### config.mk
export PLATFORM = sky130hd
export DESIGN_NAME = fifo_burst_reader_flat
export DESIGN_NICKNAME = d
export VERILOG_FILES = /design/src/rtl/fifo_burst_reader_pkg.sv /design/src/rtl/fifo_burst_reader_if.sv /design/src/rtl/fifo_burst_reader_burst_gap_timer.sv /design/src/rtl/fifo_burst_reader.sv /design/src/flat_wrapper.sv
export SDC_FILE = /design/constraint.sdc
export NUM_CORES = 1
export LEC_CHECK = 0
export CELL_PAD_IN_SITES_DETAIL_PLACEMENT = 0
export CELL_PAD_IN_SITES_GLOBAL_PLACEMENT = 1
export CORE_UTILIZATION = 29
export CTS_CLUSTER_SIZE = 40
export DETAILED_ROUTE_END_ITERATION = 6
export DONT_BUFFER_PORTS = 1
export PLACE_DENSITY = 0.54
export SKIP_CTS_REPAIR_TIMING = 1
export SLEW_MARGIN = 20
export SYNTH_ARGS = -nofsm -noshare
export SYNTH_HDL_FRONTEND = slang
export SYNTH_SLANG_ARGS = --single-unit
### constraint.sdc
create_clock -name Clk -period 7.3 [get_ports Clk]
set_input_delay 0.365 -clock Clk [delete_from_list [all_inputs] [get_ports Clk]]
set_output_delay 0.365 -clock Clk [all_outputs]
set_load 0.05 [all_outputs]
### src/rtl/fifo_burst_reader_pkg.sv
// Shared types and sizing helpers for the FIFO burst reader.
package fifo_burst_reader_pkg;

  typedef enum logic [1:0] {
    ST_IDLE = 2'd0,
    ST_REQ  = 2'd1,
    ST_XFER = 2'd2
  } state_e;

  localparam int unsigned DATA_WIDTH_DFLT = 32;
  localparam int unsigned BYTES_PER_WORD  = DATA_WIDTH_DFLT / 8;

  // Bits needed to hold the range 0..max_val.
  function automatic int unsigned cnt_width(input int unsigned max_val);
    return (max_val == 0) ? 1 : $clog2(max_val + 1);
  endfunction

  function automatic int unsigned bytes_per_word(input int unsigned data_width);
    return data_width / 8;
  endfunction

endpackage

### src/rtl/fifo_burst_reader_if.sv
// FIFO read port, address/request and data stream signals of the burst reader.
interface fifo_burst_reader_if #(
  parameter int unsigned DATA_WIDTH = 32,
  parameter int unsigned ADDR_WIDTH = 32
);
  logic [DATA_WIDTH-1:0] FifoData_in;
  logic                  FifoEmpty_in;
  logic                  FifoReadEn_out;
  logic                  Enable_in;
  logic                  BaseLoad_in;
  logic [ADDR_WIDTH-1:0] BaseAddr_in;
  logic                  Req_out;
  logic                  Gnt_in;
  logic [ADDR_WIDTH-1:0] Addr_out;
  logic [DATA_WIDTH-1:0] Data_out;
  logic                  Valid_out;
  logic                  Last_out;
  logic                  Ready_in;
  logic                  Busy_out;

  modport master (
    input  FifoData_in, FifoEmpty_in, Enable_in, BaseLoad_in, BaseAddr_in, Gnt_in, Ready_in,
    output FifoReadEn_out, Req_out, Addr_out, Data_out, Valid_out, Last_out, Busy_out
  );

  modport slave (
    output FifoData_in, FifoEmpty_in, Enable_in, BaseLoad_in, BaseAddr_in, Gnt_in, Ready_in,
    input  FifoReadEn_out, Req_out, Addr_out, Data_out, Valid_out, Last_out, Busy_out
  );
endinterface

### src/rtl/fifo_burst_reader_burst_gap_timer.sv
// Saturating empty-FIFO gap counter; o_done flags that TIMEOUT has been reached.
module burst_gap_timer #(
  parameter int unsigned TIMEOUT = 16
) (
  input  logic clk,
  input  logic rst_n,
  input  logic i_clr,
  input  logic i_inc,
  output logic o_done
);
  import fifo_burst_reader_pkg::*;

  localparam int unsigned CW     = cnt_width(TIMEOUT);
  localparam logic [CW-1:0] TO_VAL = CW'(TIMEOUT);

  logic [CW-1:0] r_cnt;

  always_ff @(posedge clk or negedge rst_n) begin
    if (!rst_n) begin
      r_cnt <= '0;
    end else if (i_clr) begin
      r_cnt <= '0;
    end else if (i_inc && (r_cnt != TO_VAL)) begin
      r_cnt <= r_cnt + CW'(1);
    end
  end

  assign o_done = (r_cnt == TO_VAL);

endmodule

### src/rtl/fifo_burst_reader.sv
// Pops a show-ahead FIFO and emits address-tagged bursts on a valid/ready stream,
// holding one word back so Last is known before the final word is presented.
module fifo_burst_reader #(
  parameter int unsigned DATA_WIDTH = 32,
  parameter int unsigned ADDR_WIDTH = 32,
  parameter int unsigned BURST_LEN  = 8,
  parameter int unsigned TIMEOUT    = 16
) (
  input  logic                Clk,
  input  logic                Reset_n_in,
  fifo_burst_reader_if.master bus
);
  import fifo_burst_reader_pkg::*;

  localparam int unsigned     PW     = cnt_width(BURST_LEN);
  localparam int unsigned     BPW    = bytes_per_word(DATA_WIDTH);
  localparam logic [PW-1:0]   BL_VAL = PW'(BURST_LEN);

  state_e                r_state,  w_state_nxt;
  logic [PW-1:0]         r_popped, w_popped_nxt;
  logic [PW-1:0]         r_sent,   w_sent_nxt;
  logic                  r_hold_v, w_hold_v_nxt;
  logic [DATA_WIDTH-1:0] r_hold,   w_hold_nxt;
  logic [ADDR_WIDTH-1:0] r_addr,   w_addr_nxt;

  logic                  w_xfer_st;
  logic                  w_room;
  logic                  w_gap_done;
  logic                  w_endc;
  logic                  w_valid;
  logic                  w_last;
  logic                  w_handshake;
  logic                  w_pop;
  logic                  w_gap_inc;
  logic                  w_gap_clr;
  logic [ADDR_WIDTH-1:0] w_burst_bytes;

  // Stream qualification: a held word goes out only once its successor or the burst end is known.
  assign w_xfer_st   = (r_state == ST_XFER);
  assign w_room      = (r_popped < BL_VAL);
  assign w_endc      = !w_room | (bus.FifoEmpty_in & w_gap_done);
  assign w_valid     = w_xfer_st & r_hold_v & (!bus.FifoEmpty_in | w_endc);
  assign w_last      = w_valid & w_endc;
  assign w_handshake = w_valid & bus.Ready_in;
  assign w_pop       = w_xfer_st & !bus.FifoEmpty_in & w_room & (!r_hold_v | w_handshake);

  assign w_gap_inc   = w_xfer_st & r_hold_v & bus.FifoEmpty_in & w_room;
  assign w_gap_clr   = w_pop | (w_handshake & w_last) | !w_xfer_st;

  assign w_burst_bytes = ADDR_WIDTH'((32'(r_sent) + 32'd1) * 32'(BPW));

  burst_gap_timer #(
    .TIMEOUT (TIMEOUT)
  ) u_gap_timer (
    .clk    (Clk),
    .rst_n  (Reset_n_in),
    .i_clr  (w_gap_clr),
    .i_inc  (w_gap_inc),
    .o_done (w_gap_done)
  );

  always_ff @(posedge Clk or negedge Reset_n_in) begin
    if (!Reset_n_in) begin
      r_state  <= ST_IDLE;
      r_popped <= '0;
      r_sent   <= '0;
      r_hold_v <= 1'b0;
      r_hold   <= '0;
      r_addr   <= '0;
    end else begin
      r_state  <= w_state_nxt;
      r_popped <= w_popped_nxt;
      r_sent   <= w_sent_nxt;
      r_hold_v <= w_hold_v_nxt;
      r_hold   <= w_hold_nxt;
      r_addr   <= w_addr_nxt;
    end
  end

  always_comb begin
    w_state_nxt  = r_state;
    w_popped_nxt = r_popped;
    w_sent_nxt   = r_sent;
    w_hold_v_nxt = r_hold_v;
    w_hold_nxt   = r_hold;
    w_addr_nxt   = r_addr;
    case (r_state)
      ST_IDLE: begin
        if (bus.BaseLoad_in) w_addr_nxt = bus.BaseAddr_in;
        if (bus.Enable_in && !bus.FifoEmpty_in) w_state_nxt = ST_REQ;
      end
      ST_REQ: begin
        if (bus.Gnt_in) w_state_nxt = ST_XFER;
      end
      ST_XFER: begin
        if (w_pop) begin
          w_hold_nxt   = bus.FifoData_in;
          w_hold_v_nxt = 1'b1;
          w_popped_nxt = r_popped + PW'(1);
        end
        if (w_handshake) begin
          w_sent_nxt = r_sent + PW'(1);
          // Final word accepted: advance the address past this burst and return to idle.
          if (w_last) begin
            w_addr_nxt   = r_addr + w_burst_bytes;
            w_popped_nxt = '0;
            w_sent_nxt   = '0;
            w_hold_v_nxt = 1'b0;
            w_state_nxt  = ST_IDLE;
          end
        end
      end
      default: w_state_nxt = ST_IDLE;
    endcase
  end

  assign bus.FifoReadEn_out = w_pop;
  assign bus.Req_out        = (r_state == ST_REQ);
  assign bus.Addr_out       = r_addr;
  assign bus.Data_out       = r_hold;
  assign bus.Valid_out      = w_valid;
  assign bus.Last_out       = w_last;
  assign bus.Busy_out       = (r_state != ST_IDLE);

endmodule

### src/flat_wrapper.sv
// flat-port wrapper written by rule: the top's interface ports become plain ports
module fifo_burst_reader_flat import fifo_burst_reader_pkg::*;
#(
  parameter int unsigned DATA_WIDTH = 32,
  parameter int unsigned ADDR_WIDTH = 32,
  parameter int unsigned BURST_LEN  = 8,
  parameter int unsigned TIMEOUT    = 16
)
  (Clk, Reset_n_in, bus_FifoData_in, bus_FifoEmpty_in, bus_Enable_in, bus_BaseLoad_in, bus_BaseAddr_in, bus_Gnt_in, bus_Ready_in, bus_FifoReadEn_out, bus_Req_out, bus_Addr_out, bus_Data_out, bus_Valid_out, bus_Last_out, bus_Busy_out);
  fifo_burst_reader_if #(.DATA_WIDTH(DATA_WIDTH), .ADDR_WIDTH(ADDR_WIDTH)) bus_i ();
  input  logic Clk;
  input  logic Reset_n_in;
  input wire logic [$bits(bus_i.FifoData_in)-1:0] bus_FifoData_in;
  input wire logic [$bits(bus_i.FifoEmpty_in)-1:0] bus_FifoEmpty_in;
  input wire logic [$bits(bus_i.Enable_in)-1:0] bus_Enable_in;
  input wire logic [$bits(bus_i.BaseLoad_in)-1:0] bus_BaseLoad_in;
  input wire logic [$bits(bus_i.BaseAddr_in)-1:0] bus_BaseAddr_in;
  input wire logic [$bits(bus_i.Gnt_in)-1:0] bus_Gnt_in;
  input wire logic [$bits(bus_i.Ready_in)-1:0] bus_Ready_in;
  output wire logic [$bits(bus_i.FifoReadEn_out)-1:0] bus_FifoReadEn_out;
  output wire logic [$bits(bus_i.Req_out)-1:0] bus_Req_out;
  output wire logic [$bits(bus_i.Addr_out)-1:0] bus_Addr_out;
  output wire logic [$bits(bus_i.Data_out)-1:0] bus_Data_out;
  output wire logic [$bits(bus_i.Valid_out)-1:0] bus_Valid_out;
  output wire logic [$bits(bus_i.Last_out)-1:0] bus_Last_out;
  output wire logic [$bits(bus_i.Busy_out)-1:0] bus_Busy_out;
  assign bus_i.FifoData_in = bus_FifoData_in;
  assign bus_i.FifoEmpty_in = bus_FifoEmpty_in;
  assign bus_i.Enable_in = bus_Enable_in;
  assign bus_i.BaseLoad_in = bus_BaseLoad_in;
  assign bus_i.BaseAddr_in = bus_BaseAddr_in;
  assign bus_i.Gnt_in = bus_Gnt_in;
  assign bus_i.Ready_in = bus_Ready_in;
  assign bus_FifoReadEn_out = bus_i.FifoReadEn_out;
  assign bus_Req_out = bus_i.Req_out;
  assign bus_Addr_out = bus_i.Addr_out;
  assign bus_Data_out = bus_i.Data_out;
  assign bus_Valid_out = bus_i.Valid_out;
  assign bus_Last_out = bus_i.Last_out;
  assign bus_Busy_out = bus_i.Busy_out;
  fifo_burst_reader #(.DATA_WIDTH(DATA_WIDTH), .ADDR_WIDTH(ADDR_WIDTH), .BURST_LEN(BURST_LEN), .TIMEOUT(TIMEOUT)) u_core (.Clk(Clk), .Reset_n_in(Reset_n_in), .bus(bus_i));
endmodule
# After elaboration in Yosys (flattened, before gate mapping)
# Index checks and enable logic that the tools add are counted.
dict set report totals {
  reg_bits 80
  in_bits 71
}
dict set report op_classes {
  order_cmp 1
  n_addsub 5
  reduce_logical 14
  n_mux 18
  bitwise 16
  eq_ne 9
}
# cell n
set op_table {}
lappend op_table {{32-bit 2-to-1 mux} 3}
lappend op_table {{32-bit case mux with 2 select lines} 1}
lappend op_table {{32-bit adder} 1}
lappend op_table {{4-bit 2-to-1 mux} 4}
lappend op_table {{1-bit bitwise AND} 11}
lappend op_table {{5-bit 2-to-1 mux} 2}
lappend op_table {{4-bit by 1-bit adder with 4-bit output, second input constant} 2}
lappend op_table {{2-bit 2-to-1 mux} 4}
lappend op_table {{2-bit inequality test, second input constant} 4}
lappend op_table {{4-bit AND reduction} 2}
lappend op_table {{2-bit case mux with 3 select lines} 1}
lappend op_table {{2-bit nonzero test} 3}
lappend op_table {{4-bit by 1-bit adder with 5-bit output, second input constant} 1}
lappend op_table {{5-bit by 1-bit adder with 5-bit output, second input constant} 1}
lappend op_table {{5-bit equality test, second input constant} 1}
lappend op_table {{5-bit inequality test, second input constant} 1}
lappend op_table {{1-bit bitwise OR} 5}
lappend op_table {{1-bit logical NOT} 4}
lappend op_table {{4-bit < comparator, second input constant} 1}
lappend op_table {{2-bit AND reduction} 2}
lappend op_table {{1-bit 2-to-1 mux} 3}
lappend op_table {{2-bit by 1-bit equality test with 1-bit output, second input constant} 1}
lappend op_table {{2-bit equality test, second input constant} 1}
lappend op_table {{1-bit logical AND} 2}
lappend op_table {{other kinds (2)} 2}

# Logic depth before layout (Yosys ltp)
# Gate-level depths: netlist of the first run.
dict set report logic_depth {
  word_depth 11
  ltp_mapped 10
  depth_no_buf 9
}

# Hierarchy
# From an unflattened synthesis of the first run, not the netlist that was laid out.
dict set report unflattened {
  hier_cells 505
  area_unflattened_um2 4321.6
}
# mod area_each_um2 cells_each n_inst seq_area_each_um2
set by_module_without_submodules {}
lappend by_module_without_submodules {fifo_burst_reader 4041.4 478 1 1876.8}
lappend by_module_without_submodules {burst_gap_timer 280.3 27 1 125.1}

# Worst setup path before layout of the first run
# OpenSTA, ideal clock, no wires.
dict set report synth_timing {
  kind {reg2reg}
  from {register u_core.r_addr[2], in the netlist u_core.bus.Addr_out[2]}
  to {register u_core.r_addr[26], in the netlist u_core.bus.Addr_out[26]}
  slack_ns 4.751
  stages_incl_launch_ff 9
  arrival_ns 2.460
  required_ns 7.212
  period_less_slack_ns 2.549
  path_cell_list {dfrtp_1 -> ha_1 -> inv_1 -> fa_1 -> and2b_1 -> o2111ai_2 -> a211oi_1 -> a311oi_1 -> nor3b_1}
}
dict set report synth_via {
  elab_chain_cells 4
}
# item line
set synth_lines {}
lappend synth_lines {{start, declared} fifo_burst_reader.sv:24} ;# logic [ADDR_WIDTH-1:0] r_addr, w_addr_nxt;
lappend synth_lines {{start signal, assigned} fifo_burst_reader.sv:76} ;# r_addr <= w_addr_nxt;
lappend synth_lines {{32-bit adder} fifo_burst_reader.sv:105} ;# w_addr_nxt = r_addr + w_burst_bytes;
lappend synth_lines {{32-bit 2-to-1 mux} fifo_burst_reader.sv:104} ;# if (w_last) begin
lappend synth_lines {{32-bit 2-to-1 mux} fifo_burst_reader.sv:101} ;# if (w_handshake) begin
lappend synth_lines {{32-bit case mux with 2 select lines} fifo_burst_reader.sv:87} ;# case (r_state)
# No other way between the ends. The select of a mux whose other input is x is not followed.
# A chain may end at the register's enable or synchronous reset.

# Final worst setup path of the first run
dict set report layout_timing {
  from {register u_core.r_addr[2], in the netlist u_core.bus.Addr_out[2]}
  to {register u_core.r_addr[28], in the netlist u_core.bus.Addr_out[28]}
}
# Same word-level chain as after synthesis.

==> metrics.md, run 1 <==
| Metric | Value |
|---|---|
| PnR worst setup slack | roughly 4.3 ns |
| Simple-Gate Fraction of Synth Area | 0.261 |
| Crit path largest cell delay | between 0.6 and 0.7 ns |
| Yosys top cell area share | 0.457 |
| Fillers | around 1,500 |
| Post-synthesis mux area share | 0.00999 |
| CP Launch Point | u_core.bus.Addr_out[2] |
| Root buffer cell | clkbuf_16 |
| CTS max path bufs | 2 |
| Slew margin rel. | 0.346 |
| Hold EP | u_core.bus.Data_out[6] |
| Worst Path Max Fanout | 7 |
| Final setup vio count | 0 |
| Share of layout cells above drive strength 1 | 0.0746 |
| DR vias | between 3,000 and 4,000 |
| Syn avg cell area | ~8.7 sq um |
| Synthesized net count | ~580 |
| Startpoint types | flip-flop |
| Reg-to-Reg Start | u_core.bus.Addr_out[2] |
| Post-route cell area | a little under 5000 sq um |
| Worst Clk Skew | around 0.0069 ns |
| Synth-to-layout area growth | 11.4% |
| Initial antenna violation count | 1 |
| CP Capture Type | flip-flop |
| Vias in the first global route | a little under 4,000 |
| Clock slew at reported path FFs | around 0.07 ns |
| Reg area | around 2000 sq um |
| Gpl congestion | a little under 0.8 |
| Commonest cells post-synth | nand2_1 (123), dfrtp_1 (80), nor2_1 (41) |
| Synth cell types | 63 |
| Die ar. | between 15,000 and 20,000 sq um |
| R2R Path End | u_core.bus.Addr_out[28] |
| Drt pass-1 iters | 6 |
| Worst path cell trace | ha_1 -> inv_1 -> fa_1 -> and2b_1 -> o2111ai_2 -> a211oi_1 -> a211oi_1 -> a211oi_1 |
| Slowest-stage cell, CP | a211oi_1 |
| Cells after Synth | 501 |
| Register area share after synthesis | 0.457 |
| FF+latch count, synth | 80 |
| GR Overflow Total | 0 |
| Area of the multi-input gates | between 2000 and 2500 sq um |
| HP Class | in -> reg |
| Initial Utilization | 0.299 |
| Global-route usage over all layers | 0.175 |
| Core outline area | 14,600 sq um |
| CTS tree | built |
| Drt total wl | around 13 mm |
| Via/cell ratio | between 5 and 6 |
| Slew Limit Fails | 0 |
| Post-place instance area | about 4500 sq um |
| Row count | 44 |
| Worst path top cell family by delay | compound AO/OA/AOI/OAI gates |
| CTS Buf Count | 9 |
| NumNets Final | between 500 and 600 |
| Min cycle time layout | roughly 3.0 ns |
| Synth Area in Adders | 0.0303 |
| Achievable Freq | approximately 330 MHz |
| PwrDens | about 600 nW/um^2 |
| Synth top area cells | dfrtp_1 (46%), nand2_1 (11%), nor2_1 (3.5%) |
| Drt wl/cell | around 19 microns |
| Critical path buffers and inverters | 1 |
| XOR/XNOR Fraction of Synth Area | 0.0160 |
| Drt initial violations | 240 |
| # clock sinks | 80 |
| CP required | 7.55 ns |
| Setup tns final | 0 ns |
| Yosys top cell by area | dfrtp_1 |
| Detailed placement HPWL | roughly 9 mm |
| Io pins | between 100 and 150 |
| Post-synth EDFFs | 0 |
| # DRC | 32 |
| Die height | around 120 microns |
| Most frequent cell after synthesis | nand2_1 |
| H-tree levels | 3 |
| Pin count of the biggest net entering global routing | 81 |
| Latest clock arrival within the worst-skew pair | approximately 0.35 ns |
| Leak pwr | approximately 2.1 nW |
| Failing checks | design-rule violations |
| Max Cap Viol | 0 |
| First-pass GRT wire length | about 21 mm |
| RSZ-0062 raised after global routing | no |
| FFs w/ async S/R, synth | 1.00 |
| R2R cell count | 8 |
| Die Wd | 125 microns |
| Main combinational cell family by area after synthesis | simple AND/OR/NAND/NOR gates |
| Final hold violations | 0 |
| Critical path class | reg -> reg |
| Mapped cell area | about 4400 sq um |
| Setup WS pre-CTS | between 4 and 5 ns |
| WHS Path Cells | 2 |
| Worst-margin pin slew | ~0.98 ns |
| R2r setup slk | between 4 and 5 ns |
| Synth Flop Type | dfrtp_1 |
| Critical path's most frequent cell | a211oi_1 |
| Final ANT Viol Nets | 0 |
| Maximum vdd drop | 0.177 mV |
| Complex-gate fraction of the synthesized area | 0.182 |
| Status | complete, but fails checks |
| Synth warnings | 0 |
| Hold_sp | bus_FifoData_in[6] |
| Period Utilization, post-route | 0.415 |
| CP arrival | between 3 and 4 ns |
| Port-buffer cells | 0 |
cell type report:
cell class	instances	share of cell area
flip-flops and latches	80	0.410
diodes	1	0.000513
inverters	16	0.0123
multi-input cells	378	0.450
clock buffers	10	0.0469
repair buffers	6	0.0138
well taps	184	0.0472
clock inverters	6	0.0190
stage by stage:
stage | cells | hold slack (ns) | utilization | total power (W)
after floorplan | 501 | 0.0694 | - | 0.00212
after global placement | 662 | 0.0729 | 0.309 | 0.00235
after detailed placement | 662 | 0.0728 | 0.309 | 0.00236
after CTS | 678 | -0.305 | 0.331 | 0.00287
after global routing | 680 | 0.107 | 0.333 | 0.00305
final | 681 | 0.120 | 0.333 | 0.00285
worst register-to-register path: stages, from the launching register on:
cell and delay, ns:
dfrtp_1 0.65, ha_1 0.27, inv_1 0.06, fa_1 0.36
and2b_1 0.28, o2111ai_2 0.24, a211oi_1 0.67, a211oi_1 0.17
a211oi_1 0.23
cells in the final DEF (no fill, tap or decap), types with 9 or more instances in the layout:
master,instances
a211oi_1,18
a21oi_1,17
and3_1,10
clkbuf_16,9
dfrtp_1,80
ha_1,9
inv_1,15
nand2_1,123
nand3_1,14
nor2_1,41
nor3_1,12
o21ai_0,19
power by group:
group | switching [W] | internal, W
registers | 0.000867 | 0.000633
logic | 0.000541 | 0.000316
clock network | 0.000195 | 0.000302
state kept, by name, summed over array words and instances (netlist names):
register	count
u_core.bus.Addr_out	32
u_core.bus.Data_out	32
u_core.u_gap_timer.r_cnt	5
u_core.r_popped	4
u_core.r_sent	4
u_core.r_state	2
u_core.r_hold_v	1
routing by layer:
| metal | vias to the layer above | global-route usage | part of all wire |
|---|---|---|---|
| li1 | 1764 | - | - |
| met1 | 1735 | 0.212 | 0.44 |
| met2 | 135 | 0.288 | 0.47 |
| met3 | 18 | 0.0631 | 0.080 |
| met4 | 0 | 0.0588 | 0.015 |
| met5 | - | 0 | 0 |
kinds of logic after synthesis:
logic type,after synthesis
and+or+nand+nor,245
AOI/OAI and AO/OA,111
DFF,80
buffers and inverters,43
adders and majority gates,10
xor gates and xnor gates,8
muxes,4
worst max-delay path by stage:
stage	to	slack, ns	cells past startpoint
floorplan	u_core.bus.Addr_out[26]	4.75	8
global placement	u_core.bus.Addr_out[26]	4.38	8
detailed placement	u_core.bus.Addr_out[26]	4.30	8
CTS	u_core.bus.Addr_out[28]	4.27	8
global route	u_core.bus.Addr_out[26]	4.00	8
finish	u_core.bus.Addr_out[28]	4.27	8
No activity file was read; power rests on OpenSTA's default activity.
==> run 2, diff against run 1 <==
clock period = 3 ns   (was 7.3 ns; I/O delays follow)
==> run 2 against run 1 <==
  * The run still ends with design-rule violations left
  * Die area unchanged
  * Via count increased by 8.8%
  * Sequential cell count unchanged
  * Final area increased by 13%
  * Worst setup slack got worse by 4.0 ns
  * Clock-buffer cell count unchanged
==> metrics.md, run 2 (synthesis gave the netlist of run 1 again) <==
| Metric | Value |
|---|---|
| Status | complete, but fails checks |
| Failing checks | design-rule violations |
| Power Internal | 0.00325 W (+160%) |
| Hold EP | u_core.bus.Addr_out[3] |
| Synth-to-layout area growth | 25.4% |
| Drt initial violations | 245 (+2.1%) |
| Global-route usage over all layers | 0.176 (+0.000863) |
| Combinational Power Share | 0.423 (+0.123) |
| RSZ-0062 raised after global routing | no |
| Core outline area | 14,600 sq um (unchanged) |
| Reg-to-Reg Start | u_core.r_sent[0] |
| H-tree levels | 3 (unchanged) |
| PwrDens | 1310 nW/um^2 (+120%) |
| R2R cell count | 9 (+1) |
| Slowest-stage cell, CP | nor3_1 |
| Worst path top cell family by delay | adder cells |
| Clock slew at reported path FFs | 0.06 ns (about the same) |
| Sw frac | 0.550 (-0.0120) |
| R2R Path End | u_core.bus.Addr_out[24] |
| # DRC | 32 (unchanged) |
| Maximum vdd drop | 0.615 mV (+250%) |
| Drt wl/cell | 17.9 microns (-5.9%) |
| Area of the multi-input gates | 2200 sq um (+0.17%) |
| Share of layout cells above drive strength 1 | 0.124 (+0.0493) |
| Die Wd | 125 microns (unchanged) |
| Drt pass-1 iters | 7 (+1) |
| Vias in the first global route | 3,832 (-2.7%) |
| Final hold violations | 0 (unchanged) |
| Achievable Freq | 366 MHz (+11%) |
| Crit path largest cell delay | 0.44 ns (-0.23 ns) |
| Reg area | 2000 sq um (unchanged) |
| Critical path buffers and inverters | 2 (+1) |
| Die height | 125 microns (unchanged) |
| GR Overflow Total | 0 (unchanged) |
| Drt total wl | 13.4 mm (+3.7%) |
| Period Utilization, post-route | 0.910 (+0.495) |
| Most frequent cells in the layout | nand2_1 (123), dfrtp_1 (80), nor2_1 (41) |
| Worst path cell trace | ha_1 -> inv_1 -> fa_1 -> and2b_1 -> o2111a_1 -> o21ai_0 -> buf_4 -> nor3_1 -> a211oi_1 |
| Worst-margin pin slew | 0.648 ns (-0.330 ns) |
| # clock sinks | 80 (unchanged) |
| Root buffer cell | clkbuf_16 |
| HP Class | in -> reg |
| P_sw | 0.00397 W (+150%) |
| R2r setup slk | 0.27 ns (-4.00 ns) |
| Worst Path Max Fanout | 4 (-3) |
| NumNets Final | 641 (+12%) |
| Io pins | 140 (unchanged) |
| Commonest non-fill, non-tap cell in the layout | nand2_1 |
| First-pass GRT wire length | 21.3 mm (+0.19%) |
| Critical path class | reg -> reg |
| Row count | 44 (unchanged) |
| Slew margin rel. | 0.568 (+0.223) |
| Worst Clk Skew | 0.00696 ns (+0.000110 ns) |
| Die ar. | 15,600 sq um (unchanged) |
| CP required | 3.20 ns (-4.35 ns) |
| Setup tns final | 0 ns (unchanged) |
| Min cycle time layout | 2.73 ns (-0.297 ns) |
| Initial Utilization | 0.299 (unchanged) |
| CTS tree | built |
| Via/cell ratio | 5.30 (-1.2%) |
| DR vias | 3,973 (+8.8%) |
| Clk pwr share | 0.156 (-0.018) |
| Gpl congestion | 0.811 (+2.1%) |
| Post-layout util | 0.375 (+0.0420) |
| Fillers | 1,488 (-1.8%) |
| Startpoint types | flip-flop |
| CP Capture Type | flip-flop |
| Port-buffer cells | 0 (unchanged) |
| Initial antenna violation count | 1 (unchanged) |
| CTS Buf Count | 9 (unchanged) |
| CTS max path bufs | 2 (unchanged) |
| Final ANT Viol Nets | 0 (unchanged) |
| Sequential Power Share | 0.421 (-0.105) |
| Final setup vio count | 0 (unchanged) |
| Latest clock arrival within the worst-skew pair | 0.35 ns (about the same) |
| Detailed placement HPWL | 9.30 mm (+5.6%) |
| WHS Path Cells | 2 (unchanged) |
| Leak pwr | 2.41 nW (+15%) |
| CP arrival | 2.93 ns (-0.35 ns) |
| Hold_sp | bus_BaseAddr_in[3] |
| Pin count of the biggest net entering global routing | 81 (unchanged) |
| Max Cap Viol | 0 (unchanged) |
| Slew Limit Fails | 0 (unchanged) |
[run 2: cell types whose count changed in the layout (fill, tap and decap cells not counted), sizes merged]
cell and change:
dlygate4sd3 +38, buf +31, clkinv +3, bufinv -1
clkinvlp -1, inv -1
[run 2: cell type report]
| cell class | count | share of cell area |
|---|---|---|
| multi-input combinational | 378 | 0.400 |
| antenna | 1 | 0.000455 |
| clock inverter | 6 | 0.0125 |
| inverter | 16 | 0.0109 |
| tap | 184 | 0.0419 |
| timing repair buffer | 75 | 0.126 |
| clock buffer | 10 | 0.0435 |
| sequential | 80 | 0.364 |
[run 2: stage by stage]
stage / total power (W) / cells / cell area [sq um] / worst slack (ns) / hold slack [ns]
5_1_grt: 0.00772 / 749 / 5490 / 0.102 / 0.00566
3_3_place_gp: 0.00602 / 693 / 4760 / 0.325 / -0.143
3_5_place_dp: 0.00605 / 693 / 4760 / 0.225 / -0.142
4_1_cts: 0.00720 / 709 / 5070 / 0.204 / -0.518
6_report: 0.00722 / 750 / 5500 / 0.270 / 0.00331
2_1_floorplan: 0.00516 / 501 / 4380 / 0.451 / -0.146
[run 2: routing by layer]
metal / up-vias / wire length, microns / track usage
met5: - / 0 / 0
met4: 0 / 143 / 0.0481
met3: 13 / 1110 / 0.0735
met2: 150 / 6330 / 0.279
met1: 1906 / 5850 / 0.220
li1: 1904 / - / -
[run 2: worst max path at each step]
stage	from	endpoint	slack, ns	cells after the start
final	u_core.r_sent[0]	u_core.bus.Addr_out[24]	0.27	9
after global routing	u_core.r_sent[1]	u_core.bus.Addr_out[30]	0.10	8
after CTS	u_core.r_sent[0]	u_core.bus.Addr_out[14]	0.20	8
after detailed placement	u_core.r_sent[1]	u_core.bus.Addr_out[14]	0.23	8
after global placement	u_core.r_sent[0]	u_core.bus.Addr_out[12]	0.32	8
after floorplan	u_core.bus.Addr_out[2]	u_core.bus.Addr_out[26]	0.45	8
[run 2: power by group through the flow]
stage	Clock (W)	Combinational [W]	Sequential (W)
after floorplan	0	0.00172	0.00344
after detailed placement	0	0.00300	0.00305
after CTS	0.00117	0.00299	0.00304
after global placement	0	0.00296	0.00306
final	0.00113	0.00305	0.00304
after global routing	0.00123	0.00338	0.00311
